===== config.mk =====
export PLATFORM = sky130hd
export DESIGN_NAME = fetch_prefetch
export DESIGN_NICKNAME = d
export VERILOG_FILES = /design/src/rtl/fetch_prefetch.sv
export SDC_FILE = /design/constraint.sdc
export NUM_CORES = 1
export LEC_CHECK = 0
export CAP_MARGIN = 40
export CORE_ASPECT_RATIO = 0.75
export CORE_MARGIN = 3
export CORE_UTILIZATION = 45
export DETAILED_ROUTE_END_ITERATION = 10
export GPL_ROUTABILITY_DRIVEN = 1
export PLACE_DENSITY = 0.7
export RECOVER_POWER = 50
export SLEW_MARGIN = 20
export SYNTH_ARGS = -nofsm -noshare
export SYNTH_HDL_FRONTEND = slang
export SYNTH_SLANG_ARGS = --single-unit

===== constraint.sdc =====
create_clock -name clk -period 8.2 [get_ports clk]
set_clock_uncertainty 0.1 [all_clocks]
set_input_delay 1.23 -clock clk [delete_from_list [all_inputs] [get_ports clk]]
set_output_delay 1.23 -clock clk [all_outputs]
set_load 0.1 [all_outputs]

===== src/rtl/fetch_prefetch.sv =====
// fetch_prefetch: instruction prefetch unit with credit-limited FIFO and redirect squash.
// Optional FETCH_PREFETCH_ALIGN_CHECK_EN flags misaligned redirect targets and forces them to word alignment.
module fetch_prefetch #(
    parameter int          DEPTH    = 4,
    parameter logic [31:0] RESET_PC = 32'h0000_0000
) (
    input  logic        clk,
    input  logic        rst,
    output logic        imem_req,
    output logic [31:0] imem_addr,
    input  logic        imem_rvalid,
    input  logic [31:0] imem_rdata,
    input  logic        redirect_valid,
    input  logic [31:0] redirect_pc,
    input  logic        int_req,
    input  logic [31:0] int_pc,
    output logic        out_valid,
    input  logic        out_ready,
    output logic [31:0] out_pc,
    output logic [31:0] out_pc_plus4,
    output logic [31:0] out_instr,
    output logic        err
);
    localparam int AW = $clog2(DEPTH);
    localparam logic [AW+1:0] LIM = (AW+2)'(DEPTH);

    typedef enum logic [1:0] {BOOT, RUN, SQUASH} state_t;

    state_t        r_state, w_next;
    logic [31:0]   r_fetch_pc, r_rsp_pc;
    logic [31:0]   r_pc_q  [DEPTH];
    logic [31:0]   r_ins_q [DEPTH];
    logic [AW-1:0] r_wptr, r_rptr;
    logic [AW:0]   r_cnt;
    logic          r_inflight;
    logic          w_redir, w_push, w_pop;
    logic [31:0]   w_raw, w_target;

    assign w_redir = int_req | redirect_valid;
    assign w_raw   = int_req ? int_pc : redirect_pc;

`ifdef FETCH_PREFETCH_ALIGN_CHECK_EN
    logic r_err;
    assign w_target = {w_raw[31:2], 2'b00};
    assign err      = r_err;
    always_ff @(posedge clk) begin
        if (rst)
            r_err <= 1'b0;
        else if (w_redir && (w_raw[1:0] != 2'b00))
            r_err <= 1'b1;
    end
`else
    assign w_target = w_raw;
    assign err      = 1'b0;
`endif

    // Credit counts the response due this cycle, so a new request never overflows the FIFO.
    assign imem_req  = (r_state != BOOT) && !w_redir &&
                       (({1'b0, r_cnt} + {{(AW+1){1'b0}}, r_inflight}) < LIM);
    assign imem_addr = r_fetch_pc;

    assign out_valid    = r_cnt != '0;
    assign out_pc       = r_pc_q[r_rptr];
    assign out_instr    = r_ins_q[r_rptr];
    assign out_pc_plus4 = out_pc + 32'd4;

    assign w_push = imem_rvalid && r_inflight && (r_state == RUN) && !w_redir;
    assign w_pop  = out_valid && out_ready && !w_redir;

    always_comb begin
        w_next = RUN;
        if (w_redir && r_inflight)
            w_next = SQUASH;
    end

    always_ff @(posedge clk) begin
        if (rst) begin
            r_state    <= BOOT;
            r_fetch_pc <= RESET_PC;
            r_inflight <= 1'b0;
            r_cnt      <= '0;
            r_wptr     <= '0;
            r_rptr     <= '0;
        end else begin
            r_state    <= w_next;
            r_inflight <= imem_req;
            if (w_redir) begin
                r_fetch_pc <= w_target;
                r_cnt      <= '0;
                r_wptr     <= '0;
                r_rptr     <= '0;
            end else begin
                if (imem_req)
                    r_fetch_pc <= r_fetch_pc + 32'd4;
                if (w_push)
                    r_wptr <= r_wptr + AW'(1);
                if (w_pop)
                    r_rptr <= r_rptr + AW'(1);
                r_cnt <= r_cnt + {{AW{1'b0}}, w_push} - {{AW{1'b0}}, w_pop};
            end
        end
    end

    always_ff @(posedge clk) begin
        r_rsp_pc <= r_fetch_pc;
        if (w_push) begin
            r_pc_q[r_wptr]  <= r_rsp_pc;
            r_ins_q[r_wptr] <= imem_rdata;
        end
    end
endmodule


# After elaboration in Yosys (flattened, before gate mapping)
# Memories as Yosys holds them, arrays and structs flattened. A register that Yosys moved wholly into a read port is not among the register bits.
# Index checks and enable logic that the tools add are counted.
[totals]
memories = 2
out_inout_bits = 131
regBits = 74
mem_bits_ro = 0
mem_bits_rw = 256
latchBits = 0
[op_classes]
n_lt_le_gt_ge = 1
n_shift = 0
reduce_logical = 13
eq_ne = 1
n_mul = 0
n_addsub = 7
bitwise_logic = 1
muxes = 10
n_div = 0
[mem_list]
columns = ["name", "depth", "width", "rd", "rd_clocked_by_memory_dff", "wr", "line_no", "rtl"]
rows = [
  ["r_ins_q", 4, 32, 1, 1, 1, "32", "logic [31:0] r_ins_q [DEPTH];"],
  ["r_pc_q", 4, 32, 1, 1, 1, "31", "logic [31:0] r_pc_q [DEPTH];"],
]
[op_table]
columns = ["cell", "n"]
rows = [
  ["$mux 32", 3],
  ["$add 32x3->32 const B", 2],
  ["$mux 2", 5],
  ["$logic_and 1x1->1", 8],
  ["$add 2x1->2 const B", 2],
  ["$add 3x1->4", 1],
  ["$lt 4x3->1 const B", 1],
  ["$reduce_bool 2->1", 2],
  ["$add 3x1->3", 1],
  ["$reduce_bool 3->1", 1],
  ["$sub 3x1->3", 1],
  ["$eq 2x1->1 const B", 1],
  ["$mux 1", 2],
  ["$reduce_or 2->1", 1],
  ["$logic_not 1->1", 1],
  ["$or 1x1->1", 1],
]

# Longest topological paths before layout
# Gate-level depths: netlist of the first run.
[depth]
ltp_word = 6
mapped_depth = 11
depth_no_buf = 10

# Least setup slack after synthesis of the first run
# OpenSTA, ideal clock, no wires.
[synth_timing]
kind = "register -> output"
start = "register with a tool-made name"
end = "output port out_pc_plus4[31]"
path_stages_with_launch = 9
slack_ns = 2.652
arrival_ns = 4.218
path_cell_list = "dfxtp_1 buf_6 buf_12 mux4_1 inv_1 or4_4 nor2_1 nand4_1 xnor2_1"
[synth_rtl]
columns = ["item", "line_no", "rtl"]
rows = [
  ["to (decl)", "20", "output logic [31:0] out_pc_plus4,"],
]

# Worst setup path in the final report of the first run
[layout_timing]
start = "input port redirect_valid"
end = "output port imem_req"
[layout_via]
elab_chain_len = 4
[layout_rtl]
columns = ["item", "line_no", "rtl"]
rows = [
  ["from (decl)", "13", "input logic redirect_valid,"],
  ["$or 1x1->1", "39", "assign w_redir = int_req | redirect_valid;"],
  ["$logic_not 1->1", "58", "assign imem_req = (r_state != BOOT) && !w_redir &&"],
  ["$logic_and 1x1->1 (2 in a row)", "58", ""],
  ["to (decl)", "9", "output logic imem_req,"],
]
# Every way passes these cells.

==> out/qor.txt, run 1 <==
SYNTHESIS
--------------------------------------------------------------------------------
Synth area leaders                                                  sky130_fd_sc_hd__edfxtp_1 (58%), sky130_fd_sc_hd__dfxtp_1 (12%), sky130_fd_sc_hd__mux4_2 (8.9%)
Post-synthesis cell type count                                                59
Fraction of post-synthesis cell area in the top cell type by area         58.49%
Average footprint of a synthesized cell                               16.47 um^2
Warnings from Yosys                                                            0
Share of synthesized registers carrying an async set or reset                 0%
Mapped Cells                                                                 798
Netlist Area Pre-Place                                                13140 um^2
Share of synthesized area occupied by flip-flops and latches              70.07%
Net Count, Synth                                                             910
Register bit count reported by yosys                                         332
Cell taking the most area after synthesis                           sky130_fd_sc_hd__edfxtp_1
Number of enable-type register cells in the synthesized netlist              256
Main synth FF type                                                  sky130_fd_sc_hd__edfxtp_1

CLOCKING
--------------------------------------------------------------------------------
Hold buffers post-CTS                                                          0
Clk pin slew, worst setup/hold paths                                     0.06 ns
Maximum root-to-sink buffer count                                              3
Post-CTS setup-driven buffer insertion count                                   0
Clk root buf                                                        sky130_fd_sc_hd__clkbuf_16
Sinks on Clock Net                                                           332
CTS H-Tree Depth                                                               2
Number of instances resized during post-cts repair                             0
CTS tree                                                                    done
Number of clock buffers inserted by TritonCTS                                 34
Clock latency on the worst-skew pair                                     0.49 ns

PLACEMENT
--------------------------------------------------------------------------------
Routability Congestion                                                    0.8122
Placed instance count                                                       1523
Post-DP HPWL                                                            23710 um
Post-placement setup slack                                              3.158 ns
Port-buffer cells                                                            231
Placed cell areas                                                     18430 um^2

POWER
--------------------------------------------------------------------------------
Cell Pwr Density                                                    182.7 nW/um^2
Highest ir drop seen on vdd                                             133.3 uV
Post-layout total power                                               0.003543 W
Cell leakage power                                                      6.790 nW

ROUTING
--------------------------------------------------------------------------------
TritonRoute pass-1 iters                                                       6
Iteration-0 DRC count of the detailed router                                 790
Post-detailed-route wirelength per cell                                 21.17 um
Vias                                                                        8573
Detail-routed via count per cell                                           5.405
ANT nets after route                                                           0
Aggregate routed wire length                                            33580 um
DRC Markers                                                                    0

LAYOUT
--------------------------------------------------------------------------------
Post-route cell area                                                  19390 um^2
Fraction of layout instances using a drive strength above 1               20.85%
Number of inserted filler cells in the final layout                         1905
Net count of the finished layout                                            1286
Layout-stage area growth over the synthesis result                        47.57%
Filler-free cell count of the finished design                               1586

WORST SETUP PATH
--------------------------------------------------------------------------------
CP arrival                                                               4.63 ns
Startpoint type of the worst setup path                             primary input
Type of element capturing the critical path                           output pin
Cell with the largest stage delay on the worst path                 sky130_fd_sc_hd__clkbuf_1
Setup Crit Path Kind                                                primary input to output pin
CP cell instances                                                   dlygate4sd3_1 -> clkbuf_1 -> or2_0 -> nor2_1 -> nand2_1 -> inv_1 -> clkdlybuf4s50_1 -> buf_8
Required time of the critical path                                       6.87 ns
Peak fanout along the critical path                                           32
Slowest Stage Delay on Critical Path                                     1.10 ns

STA
--------------------------------------------------------------------------------
Post-Route Setup TNS                                                        0 ns
Max transition margin                                                    -8.505%
Count of final max-slew check failures                                        53
Least-Margin Pin Slew                                                   1.627 ns
Time the worst path needs with I/O delays and setup                     5.961 ns
Maximum frequency from static timing analysis                         0.1678 GHz
Final number of setup-violating endpoints                                      0
Final worst-path cycle share                                              72.69%
Unrepaired setup endpoints after global routing                               no
Final hold violation count                                                     0
Least setup slack across all paths after layout                         2.239 ns

FLOORPLANNING
--------------------------------------------------------------------------------
Floorplan die height                                                      154 um
Initial Utilization                                                       46.31%
Core Footprint                                                        28380 um^2
Total die area                                                        31310 um^2
Ports placed on the boundary                                                 233
Width of the die                                                        203.3 um
Standard-cell row count                                                       53

OUTCOME
--------------------------------------------------------------------------------
Failing checks                                                      max-capacitance violations, max-slew violations
Run status                                                          finished, violations left

GRT
--------------------------------------------------------------------------------
Antenna violations before repair                                               2
Maximum number of pins on one net before global-route repair                  52
First-pass GRT wire length                                              52200 um
GRT overflow                                                                   0
Gr usage total                                                            21.52%
Via count of the first global-routing pass                                  8776

RUN
--------------------------------------------------------------------------------
Max-capacitance violation count                                                2

MIN PATH
--------------------------------------------------------------------------------
Hold crit path type                                                 register to register

## cell families after synthesis
logic type	after synthesis	synth area share, %
AO/OA/AOI/OAI	106	5.236
XOR/XNOR	42	2.799
adder cells (fa/ha/maj)	10	1.009
AND/OR/NAND/NOR	184	7.131
flip-flops	332	70.07
buffers and inverters	52	1.875
multiplexers	71	11.85
other	1	0.02853
## critical path, delay by kind of cell
family / cells / cell delay [ns]
buffers and inverters: 5 / 2.48
and+or+nand+nor: 3 / 0.90
## state kept, by name (all words and copies together) (netlist names), named ones only
name,count
r_state,2
r_inflight,1
r_rptr,2
r_cnt,3
r_ins_q,128
r_rsp_pc,32
r_pc_q,128
imem_addr,32
r_wptr,2
## placed cells by master, fill, tap and decap left out, types with 16 or more instances in the layout
cell type / count
sky130_fd_sc_hd__buf_8: 85
sky130_fd_sc_hd__a21oi_1: 32
sky130_fd_sc_hd__clkbuf_1: 21
sky130_fd_sc_hd__mux4_2: 52
sky130_fd_sc_hd__nor2_1: 38
sky130_fd_sc_hd__nand2_1: 48
sky130_fd_sc_hd__dlygate4sd3_1: 61
sky130_fd_sc_hd__clkbuf_16: 35
sky130_fd_sc_hd__edfxtp_1: 256
sky130_fd_sc_hd__clkdlybuf4s50_1: 169
sky130_fd_sc_hd__o21ai_0: 18
sky130_fd_sc_hd__xnor2_1: 29
sky130_fd_sc_hd__dfxtp_1: 74
sky130_fd_sc_hd__inv_1: 16
sky130_fd_sc_hd__nand3_1: 22
sky130_fd_sc_hd__buf_16: 46
## cell type report
cell class                 count  area [um^2]  share of cell area (%)
tap                          385        481.7                   2.484
multi-input combinational    414         3695                   19.05
timing repair buffer         376         4925                   25.39
clock buffer                  52        969.7                   5.000
antenna                        2        5.005                 0.02580
clock inverter                 9        42.54                  0.2193
inverter                      16        60.06                  0.3097
sequential                   332         9216                   47.52
## final timing paths
| check | from | slack (ns) | depth (start not counted) | endpoint |
|---|---|---|---|---|
| setup / recovery | redirect_valid | 2.24 | 8 | imem_req |
| hold / removal | imem_addr[1] | 0.28 | 0 | r_rsp_pc[1] |
| setup reg to reg | r_inflight | 5.12 | 4 | r_pc_q[2][16] |
| hold reg to reg | imem_addr[1] | 0.28 | 0 | r_rsp_pc[1] |
## per-stage QoR
step           hold slack [ns]  utilization, %
6_report                0.2811           68.33
5_1_grt                 0.2939           68.33
4_1_cts                 0.2816           68.50
3_5_place_dp            0.2736           64.93
3_3_place_gp            0.2764           55.80
2_1_floorplan           0.3383               -
## Yosys cell counts, types with 6 or more instances
library cell / number
sky130_fd_sc_hd__a22oi_1: 12
sky130_fd_sc_hd__and2_1: 9
sky130_fd_sc_hd__mux2i_1: 6
sky130_fd_sc_hd__xnor2_1: 29
sky130_fd_sc_hd__and3_1: 7
sky130_fd_sc_hd__nand4_1: 14
sky130_fd_sc_hd__nand3_1: 22
sky130_fd_sc_hd__a21oi_1: 32
sky130_fd_sc_hd__nand2_1: 48
sky130_fd_sc_hd__xor2_1: 13
sky130_fd_sc_hd__inv_1: 16
sky130_fd_sc_hd__ha_1: 9
sky130_fd_sc_hd__dfxtp_1: 76
sky130_fd_sc_hd__mux4_1: 12
sky130_fd_sc_hd__nor3_1: 13
sky130_fd_sc_hd__a211oi_1: 10
sky130_fd_sc_hd__o21ai_0: 17
sky130_fd_sc_hd__mux4_2: 52
sky130_fd_sc_hd__clkbuf_1: 19
sky130_fd_sc_hd__o31ai_1: 7
sky130_fd_sc_hd__nor2_1: 38
sky130_fd_sc_hd__buf_2: 7
sky130_fd_sc_hd__edfxtp_1: 256
## metal layers
metal | vias up | share of wire, % | track usage (%)
li1 | 3907 | - | -
met1 | 4257 | 45 | 31.93
met2 | 352 | 46 | 33.48
met3 | 55 | 6.6 | 4.021
met4 | 2 | 2.1 | 4.880
met5 | - | 0.039 | 0
## report_power, final
part           total [W]  internal (W)  switching [W]
Combinational   0.000272      0.000116       0.000156
Sequential       0.00187       0.00183      0.0000368
Clock            0.00140      0.000815       0.000586
Total            0.00354       0.00276       0.000779
Power figures use the tool's default switching activity.
==> run 2, diff against run 1 <==
PLACE_DENSITY = 0.73   (was 0.7)
clock period = 5.2 ns   (was 8.2 ns; I/O delays follow)
==> run 2 against run 1 <==
Compared with the run above:
- the run still ends with max-capacitance violations, max-slew violations left
- routed wire length is 1.3% lower
- register-to-register slack got worse by 3.4 ns
- worst hold slack about the same
- die area did not move
- final cell count decreased by 2.1%
- count of clock-buffer cells in the layout is 13 lower
- largest cell class unchanged
==> out/qor.txt, run 2 (synthesis results as in run 1) <==
OUTCOME
----------------------------------------------------------------------------
Run status                                                      finished, violations left
Failing checks                                                  max-capacitance violations, max-slew violations

MIN PATH
----------------------------------------------------------------------------
Hold Path Cell Cnt                                                         0
Worst Hold Endpoint                                              r_rsp_pc[1]
Origin of the worst min-delay path                              imem_addr[1]
Hold crit path type                                             register to register

FLOORPLANNING
----------------------------------------------------------------------------
Ports placed on the boundary                                             233
Initial Utilization                                                   46.31%
Total die area                                                    31310 um^2
Width of the die                                                    203.3 um
Core Footprint                                                    28380 um^2
Standard-cell row count                                                   53
Floorplan die height                                                  154 um

LAYOUT
----------------------------------------------------------------------------
Fraction of layout instances using a drive strength above 1           21.58%
Area occupied by multi-input gates                                 3695 um^2
Leading cell type in the layout, fill and taps excluded         sky130_fd_sc_hd__edfxtp_1
Registers with the most flip-flops                              r_ins_q x128, r_pc_q x128
Layout-stage area growth over the synthesis result                    41.68%
Number of inserted filler cells in the final layout                     1976
Diodes inserted                                                            0
Footprint of the flip-flops and latches                            9216 um^2
Top library cells by usage in the layout, fill and taps aside   sky130_fd_sc_hd__edfxtp_1 (256), sky130_fd_sc_hd__clkdlybuf4s50_1 (159), sky130_fd_sc_hd__dfxtp_1 (74)
Net count of the finished layout                                        1255
Core utilization of the finished layout                               65.61%

CLOCKING
----------------------------------------------------------------------------
CTS tree                                                                done
Sinks on Clock Net                                                       332
Clock latency on the worst-skew pair                                 0.55 ns
Number of clock buffers inserted by TritonCTS                             31
Post-CTS setup-driven buffer insertion count                               0
Maximum root-to-sink buffer count                                          3
Number of instances resized during post-cts repair                         0
Hold buffers post-CTS                                                      0
Clk pin slew, worst setup/hold paths                                 0.06 ns
CTS H-Tree Depth                                                           1
Clk root buf                                                    sky130_fd_sc_hd__clkbuf_16

WORST SETUP PATH
----------------------------------------------------------------------------
CP cell instances                                               mux4_1 -> nand4_2 -> or4_4 -> nor2_1 -> nand4_1 -> xnor2_1 -> buf_4
Peak fanout along the critical path                                       29
Slowest Stage Delay on Critical Path                                 0.72 ns
Worst flop-to-flop path endpoint                                r_pc_q[0][29]
Slack of the worst reg-to-reg path                                   1.69 ns
Type of element capturing the critical path                       output pin
Cell with the largest stage delay on the worst path             sky130_fd_sc_hd__dfxtp_4
Startpoint type of the worst setup path                             register
Worst Reg2Reg Path Length in Cells                                         4
Required time of the critical path                                   4.32 ns
Launch point of the worst reg-to-reg path                         r_inflight
Setup Crit Path Kind                                            register to output pin
Critical path's top delay family                                simple AND/OR/NAND/NOR gates
CP arrival                                                           3.64 ns
Crit path buffers/inverters                                                1

PLACEMENT
----------------------------------------------------------------------------
Post-DP HPWL                                                        23170 um
Port-buffer cells                                                        231
Routability Congestion                                                0.8802

STA
----------------------------------------------------------------------------
Time the worst path needs with I/O delays and setup                 4.518 ns
Maximum frequency from static timing analysis                     0.2214 GHz
Post-Route Setup TNS                                                    0 ns
Unrepaired setup endpoints after global routing                           no
Worst hold margin                                                  0.2815 ns
Final worst-path cycle share                                          86.88%
Max transition margin                                                -60.62%
Final hold violation count                                                 0
Final number of setup-violating endpoints                                  0
Count of final max-slew check failures                                    28
Least-Margin Pin Slew                                               2.408 ns

POWER
----------------------------------------------------------------------------
Highest ir drop seen on vdd                                         272.4 uV
Cell leakage power                                                  6.441 nW
Cell Pwr Density                                                297.4 nW/um^2
Post-layout total power                                           0.005537 W

ROUTING
----------------------------------------------------------------------------
Detail-routed via count per cell                                       5.427
TritonRoute pass-1 iters                                                   5
Aggregate routed wire length                                        33160 um
Iteration-0 DRC count of the detailed router                             600
Post-detailed-route wirelength per cell                             21.35 um
Vias                                                                    8428
ANT nets after route                                                       0
DRC Markers                                                                0

GRT
----------------------------------------------------------------------------
Antenna violations before repair                                           1
First-pass GRT wire length                                          51330 um
GRT overflow                                                               0
Maximum number of pins on one net before global-route repair              51
Via count of the first global-routing pass                              8732
Gr usage total                                                        21.12%

RUN
----------------------------------------------------------------------------
Max-capacitance violation count                                            2

[run 2: cell count changes in the layout (fill, tap and decap cells not counted), moves of 3 or more]
cell / before / now
sky130_fd_sc_hd__buf_4: 6 / 37
sky130_fd_sc_hd__dlygate4sd3_1: 61 / 42
sky130_fd_sc_hd__buf_16: 46 / 29
sky130_fd_sc_hd__buf_8: 85 / 70
sky130_fd_sc_hd__clkdlybuf4s50_1: 169 / 159
sky130_fd_sc_hd__clkbuf_1: 21 / 15
sky130_fd_sc_hd__clkbuf_16: 35 / 31
sky130_fd_sc_hd__clkinv_1: 5 / 8
sky130_fd_sc_hd__clkinv_2: 3 / 6
[run 2: how the worst max path moves through the flow]
stage,endpoint,depth (start not counted)
6_report,out_pc_plus4[31],7
5_1_grt,out_pc_plus4[31],6
4_1_cts,out_pc_plus4[31],6
3_5_place_dp,out_pc_plus4[31],6
3_3_place_gp,out_pc[30],3
2_1_floorplan,out_pc_plus4[31],8
[run 2: through the flow]
step,cell area (um^2),cells,setup slack (ns)
final,18620,1553,0.6823
after global routing,18620,1553,0.4189
after CTS,18680,1553,0.5454
after detailed placement,17710,1495,1.179
after global placement,15820,1393,1.120
after floorplan,13140,798,0.1016
[run 2: cell type report]
| class | count | area share [%] |
|---|---|---|
| timing repair buffer | 348 | 22.54 |
| inverter | 16 | 0.3225 |
| multi-input combinational | 414 | 19.84 |
| sequential | 332 | 49.50 |
| clock inverter | 19 | 0.7727 |
| clock buffer | 39 | 4.435 |
| tap | 385 | 2.587 |
[run 2: per-layer routing]
layer  up-vias  share of wire, %  global-route usage, %
li1       3841                 -                      -
met1      4191                44                  30.67
met2       345                47                  33.41
met3        49               7.1                  4.233
met4         2               1.9                  4.815
met5         -             0.039                      0
[run 2: power breakdown]
part	switching, W	leakage [nW]	internal [W]
Sequential	0.0000584	2.96	0.00289
Clock	0.000936	0.473	0.00122
Combinational	0.000247	3.01	0.000188
Total	0.00124	6.44	0.00430
==> RTL change 1: new RTL, config.mk and constraints of run 1 <==
The parameter `DEPTH` goes from 4 to 8.
--- a/src/rtl/fetch_prefetch.sv
+++ b/src/rtl/fetch_prefetch.sv
@@ -1,7 +1,7 @@
 // fetch_prefetch: instruction prefetch unit with credit-limited FIFO and redirect squash.
 // Optional FETCH_PREFETCH_ALIGN_CHECK_EN flags misaligned redirect targets and forces them to word alignment.
 module fetch_prefetch #(
-    parameter int          DEPTH    = 4,
+    parameter int          DEPTH    = 8,
     parameter logic [31:0] RESET_PC = 32'h0000_0000
 ) (
     input  logic        clk,
Formal check against the unedited RTL: not equivalent (a bounded check fails within 10 cycles, from zero or initial values and one cycle with rst high).
==> RTL change 1 against run 1 <==
The flow still finishes with violations (capacitance limit, slew limit); clock power up 77%; worst setup slack worse by 1.1 ns; routed wire length up 62%; critical path depth rose by 1; synthesized cell count up 55%; sequential cell count grew 260; final cell count up 49%; area after synthesis increased by 79%; total power increased by 73%; hold slack improved by 0.0058 ns; combinational power grew 7%; design area increased by 58%; critical endpoint unchanged; highest routed layer unchanged.
==> RTL change 1: results (changes against run 1) <==
Synth:
- In the post-synthesis netlist, the biggest area contributors are edfxtp_1 (65%), mux4_2 (10%), dfxtp_1 (6.8%), mux2_2 (2.4%), mux4_1 (2.1%).
- The commonest cells after synthesis are edfxtp_1 (512), mux4_2 (109), dfxtp_1 (80).
- The sequential cell area fraction in the yosys report is 72.15% (+2.1 points).
- The number of synthesized flops with an enable pin is 512 (+100%).

Layout:
- The clock distribution area overhead in the final layout was 5.809% (+0.59 points).
- The number of clock-tree buffers in the layout is 77 (+48%).
- The area taken by multi-input logic gates came to 6051 µm² (+64%).
- The ratio of cells with drive above 1 in the final layout was 25.30% (+4.4 points).
- The final net count is 1,735 (+35%).
- The multi-input gate count is 549 (+33%).
- The largest registers in the layout are r_ins_q: 256 flops, r_pc_q: 256 flops.
- The count of sequential standard cells is 592 (+78%).
- The register area is 16,990 µm² (+84%).
- The number of diodes is 0 (-2).
- The fraction of cell area in non-clock buffers is 15.82% (-9.6 points).

Flow run:
- The number of max-capacitance violations reported was 1 (-1).

Timing:
- The actual transition at the worst max-transition pin is 1.543 ns (-0.08394 ns).
- The number of max-slew violations in the final report is 12 (-77%).

CTS:
- The clock network latency to the later pin of the worst-skew pair is 0.58 ns (+0.09 ns).
- The total clock buffers created by CTS is 55 (+62%).

Worst setup path:
- The delay contributed by the slowest stage of the critical path was 0.88 ns (-0.22 ns).
- The arrival time of data at the critical path endpoint came to 5.71 ns (+1.08 ns).
- The flop-to-flop setup slack is 4.49 ns (-0.63 ns).
- The biggest fanout along the worst timing path is 21 (-34%).
- The startpoint identified for the worst register-to-register timing path is r_cnt[1]$_SDFF_PP0_.
- The cell count of the worst reg-to-reg path was 9 (+5).

Drt:
- The total routed wirelength is 54,400 µm (+62%).
- The detailed route wirelength on metal2 is 27,030 µm (+74%).
- The detailed-route vias per instance came to 5.539 (+2.5%).
- The met3 wire length came to 2952 µm (+32%).

Place:
- The final estimated routing congestion in global placement came to 0.8258 (+1.7%).

Power:
- The worst supply voltage drop on vdd is 0.1193 mV (-10%).

Run status:
- The run finished, with violations left.
- The checks that failed: capacitance limit, slew limit.

GRT:
- The largest net degree at the start of global routing is 57 (+9.6%).
- The wire length of the first global-routing pass is 82,610 µm (+58%).
- The via count of the first global-routing pass is 13,394 (+53%).
-- RTL change 1: how the worst max path moves through the flow --
stage / cells after the start / startpoint / to
2_1_floorplan: 11 / flip-flop / out_pc_plus4[12]
3_3_place_gp: 8 / flip-flop / out_pc_plus4[27]
3_5_place_dp: 9 / flip-flop / out_pc_plus4[29]
4_1_cts: 9 / flip-flop / out_pc_plus4[29]
5_1_grt: 9 / redirect_valid / imem_req
6_report: 9 / redirect_valid / imem_req
-- RTL change 1: through the flow --
| step | hold slack, ns | setup slack (ns) | instances | utilization (%) | instance area [µm²] |
|---|---|---|---|---|---|
| 6_report | 0.2868 | 1.157 | 2361 | 60.22 | 30650 |
| 5_1_grt | 0.2957 | 1.063 | 2361 | 60.22 | 30650 |
| 4_1_cts | 0.2918 | 2.169 | 2359 | 60.30 | 30690 |
| 3_5_place_dp | 0.2832 | 2.801 | 2256 | 56.80 | 28910 |
| 3_3_place_gp | 0.2855 | 2.337 | 2119 | 52.15 | 26540 |
| 2_1_floorplan | 0.3544 | 0.4469 | 1236 | - | 23530 |
-- RTL change 1: cell families after synthesis --
kind of cell	synth area share, %
compound gates	2.776
xor+xnor	1.712
fa+ha+maj	0.6168
buf+inv	2.318
flops	72.15
mux	16.01
other cells	0.01594
simple gates	4.403
-- RTL change 1: power breakdown --
group          internal, mW  leakage, nW  switching [mW]
Combinational         0.117         3.92           0.174
Clock                  1.43        0.882            1.05
Sequential             3.30         5.31          0.0494
Total                  4.85         10.1            1.27
-- RTL change 1: per-layer routing --
layer | global-route usage, % | vias up
li1 | - | 5771
met1 | 27.32 | 6744
met2 | 32.71 | 449
met5 | 0 | -
met4 | 5.149 | 2
met3 | 3.263 | 111
==> RTL change 2: new RTL, flow settings as in run 1 <==
Made on the original files. The 3 states of `state_t` get a one-hot encoding in 3 bits.
--- a/src/rtl/fetch_prefetch.sv
+++ b/src/rtl/fetch_prefetch.sv
@@ -24,7 +24,7 @@
     localparam int AW = $clog2(DEPTH);
     localparam logic [AW+1:0] LIM = (AW+2)'(DEPTH);
 
-    typedef enum logic [1:0] {BOOT, RUN, SQUASH} state_t;
+    typedef enum logic [2:0] {BOOT = 3'b001, RUN = 3'b010, SQUASH = 3'b100} state_t;
 
     state_t        r_state, w_next;
     logic [31:0]   r_fetch_pc, r_rsp_pc;
Check against the original RTL: no difference found for any inputs over 4 cycles, from zero or initial values and one cycle with rst high; so few cycles prove little.
==> RTL change 2 against run 1 <==
Routed wire length is 2.8% higher; critical path type unchanged; hold slack better by 0.0070 ns; global-route usage rose by 0.52 points; design area is 1.2% higher; total power rose by 4.9%; the run still ends with capacitance limit, slew limit left; sequential share of layout area decreased by 0.47 points; sequential cell count up 1; area after synthesis decreased by 0.28%; worst setup slack gained 0.24 ns.
==> RTL change 2: results (changes against run 1) <==
Run status:
- The flow ran to the end, but the final reports show violations.
- The final reports fail on capacitance limit, slew limit.

Drt:
- The detailed-route vias per instance came to 5.391 (-0.26%).
- The met3 wire length is 1955 µm (-12%).
- The wire length per cell is 22.14 µm (+4.6%).
- The routed length on met1 was 15,290 µm (+1.4%).
- The violation count after the first detailed-route iteration is 617 (-22%).
- The highest layer touched by signal routing is met4.

Power:
- The leakage power figure is 6.905 nW (+1.7%).

Synth:
- The commonest cells after synthesis are edfxtp_1 (256), dfxtp_1 (77), mux4_2 (54).
- The sequential cell area fraction in the yosys report is 70.42% (+0.35 points).
- The count of unique library cells instantiated by Yosys came to 58 (-1.7%).
- By area the synthesized netlist is led by edfxtp_1 (59%), dfxtp_1 (12%), mux4_2 (9.3%), mux4_1 (2.0%), xnor2_1 (1.5%).
- The net count of the mapped netlist is 887 (-2.5%).
- The mean instance size in the synthesized netlist is 16.91 µm² (+2.7%).
- The arithmetic-cell share of the synthesized area counting full adders, half adders and majority gates was 1.012% (+0.0028 points).
- The mux contribution to synthesized area came to 11.67% (-0.19 points).

Layout:
- The filler-free cell count of the finished design is 1,559 (-1.7%).
- The ratio of cells with drive above 1 in the final layout came to 21.74% (+0.89 points).
- The count of fill cells added during filler insertion is 1,843 (-3.3%).
- The final net count was 1,260 (-2.0%).

Worst setup path:
- The delay contributed by the slowest stage of the critical path is 0.69 ns (-0.41 ns).
- The worst register-to-register path ends at imem_addr[20]$_SDFFE_PP0P_.
- In this run the worst setup path begins at int_req.
- The biggest fanout along the worst timing path came to 38 (+19%).
- The flop-to-flop setup slack came to 4.93 ns (-0.19 ns).
- The beginning of the worst register-to-register path is r_cnt[1]$_SDFF_PP0_.

Place:
- The post-DP HPWL is 23,780 µm (+0.31%).
- The final estimated routing congestion in global placement was 0.8558 (+5.4%).
- The number of cells in the design after placement is 1,497 (-1.7%).

GRT:
- The overall routing resource usage is 22.04% (+0.52 points).
- The via count of the first global-routing pass was 8,694 (-0.93%).
- The initial antenna violation count is 1 (-1).
- The wire length of the first global-routing pass is 53,120 µm (+1.8%).
- The largest net degree at the start of global routing is 51 (-1.9%).

Timing:
- The number of max-slew violations in the final report is 76 (+43%).
- The actual transition at the worst max-transition pin is 1.795 ns (+0.1682 ns).

CTS:
- The clock network latency to the later pin of the worst-skew pair came to 0.55 ns (+0.06 ns).
- The total clock buffers created by CTS is 31 (-8.8%).

Flow run:
- The number of max-capacitance violations reported came to 2 (unchanged).
RTL change 2: cell count changes after synthesis, moves of 4 or more:
cell and delta:
nand2_1 -12, a21oi_1 -10, xor2_1 +8, and3_1 +7, xnor2_1 -6, o22ai_1 +5
nand3_1 +4, nor2b_1 -4, nor3_1 -4, o31ai_1 -4
RTL change 2: through the flow:
step	worst slack (ns)	instance area [µm²]	utilization, %	hold slack, ns
finish	2.478	19630	69.33	0.2880
global route	2.302	19630	69.32	0.2968
CTS	2.428	19660	69.43	0.2851
detailed placement	2.946	18530	65.42	0.2668
global placement	2.607	15770	55.68	0.2840
floorplan	2.709	13110	-	0.3383
RTL change 2: metal layers:
metal	up-vias	global-route usage (%)
met5	-	0
met4	0	5.011
met3	51	3.471
met2	298	35.33
met1	4219	32.31
li1	3837	-
RTL change 2: logic make-up after synthesis:
kind of cell,count (synthesis)
XOR/XNOR,44
AO/OA/AOI/OAI,104
flip-flops,333
adder cells (fa/ha/maj),10
multiplexers,69
buffers and inverters,49
other,1
AND/OR/NAND/NOR,165
RTL change 2: layout make-up:
| cell class | instances | area [µm²] | area share, % |
|---|---|---|---|
| Antenna cell | 1 | 2.502 | 0.01275 |
| Clock buffer | 41 | 895.9 | 4.564 |
| Clock inverter | 17 | 239.0 | 1.217 |
| Inverter | 13 | 48.80 | 0.2486 |
| Multi-Input combinational cell | 393 | 3643 | 18.56 |
| Sequential cell | 333 | 9236 | 47.05 |
| Tap cell | 385 | 481.7 | 2.454 |
| Timing Repair Buffer | 376 | 5082 | 25.89 |
RTL change 2: where the power goes:
part,switching (mW),internal (mW)
logic,0.158,0.117
clock network,0.611,0.955
registers,0.0373,1.84
total,0.806,2.91
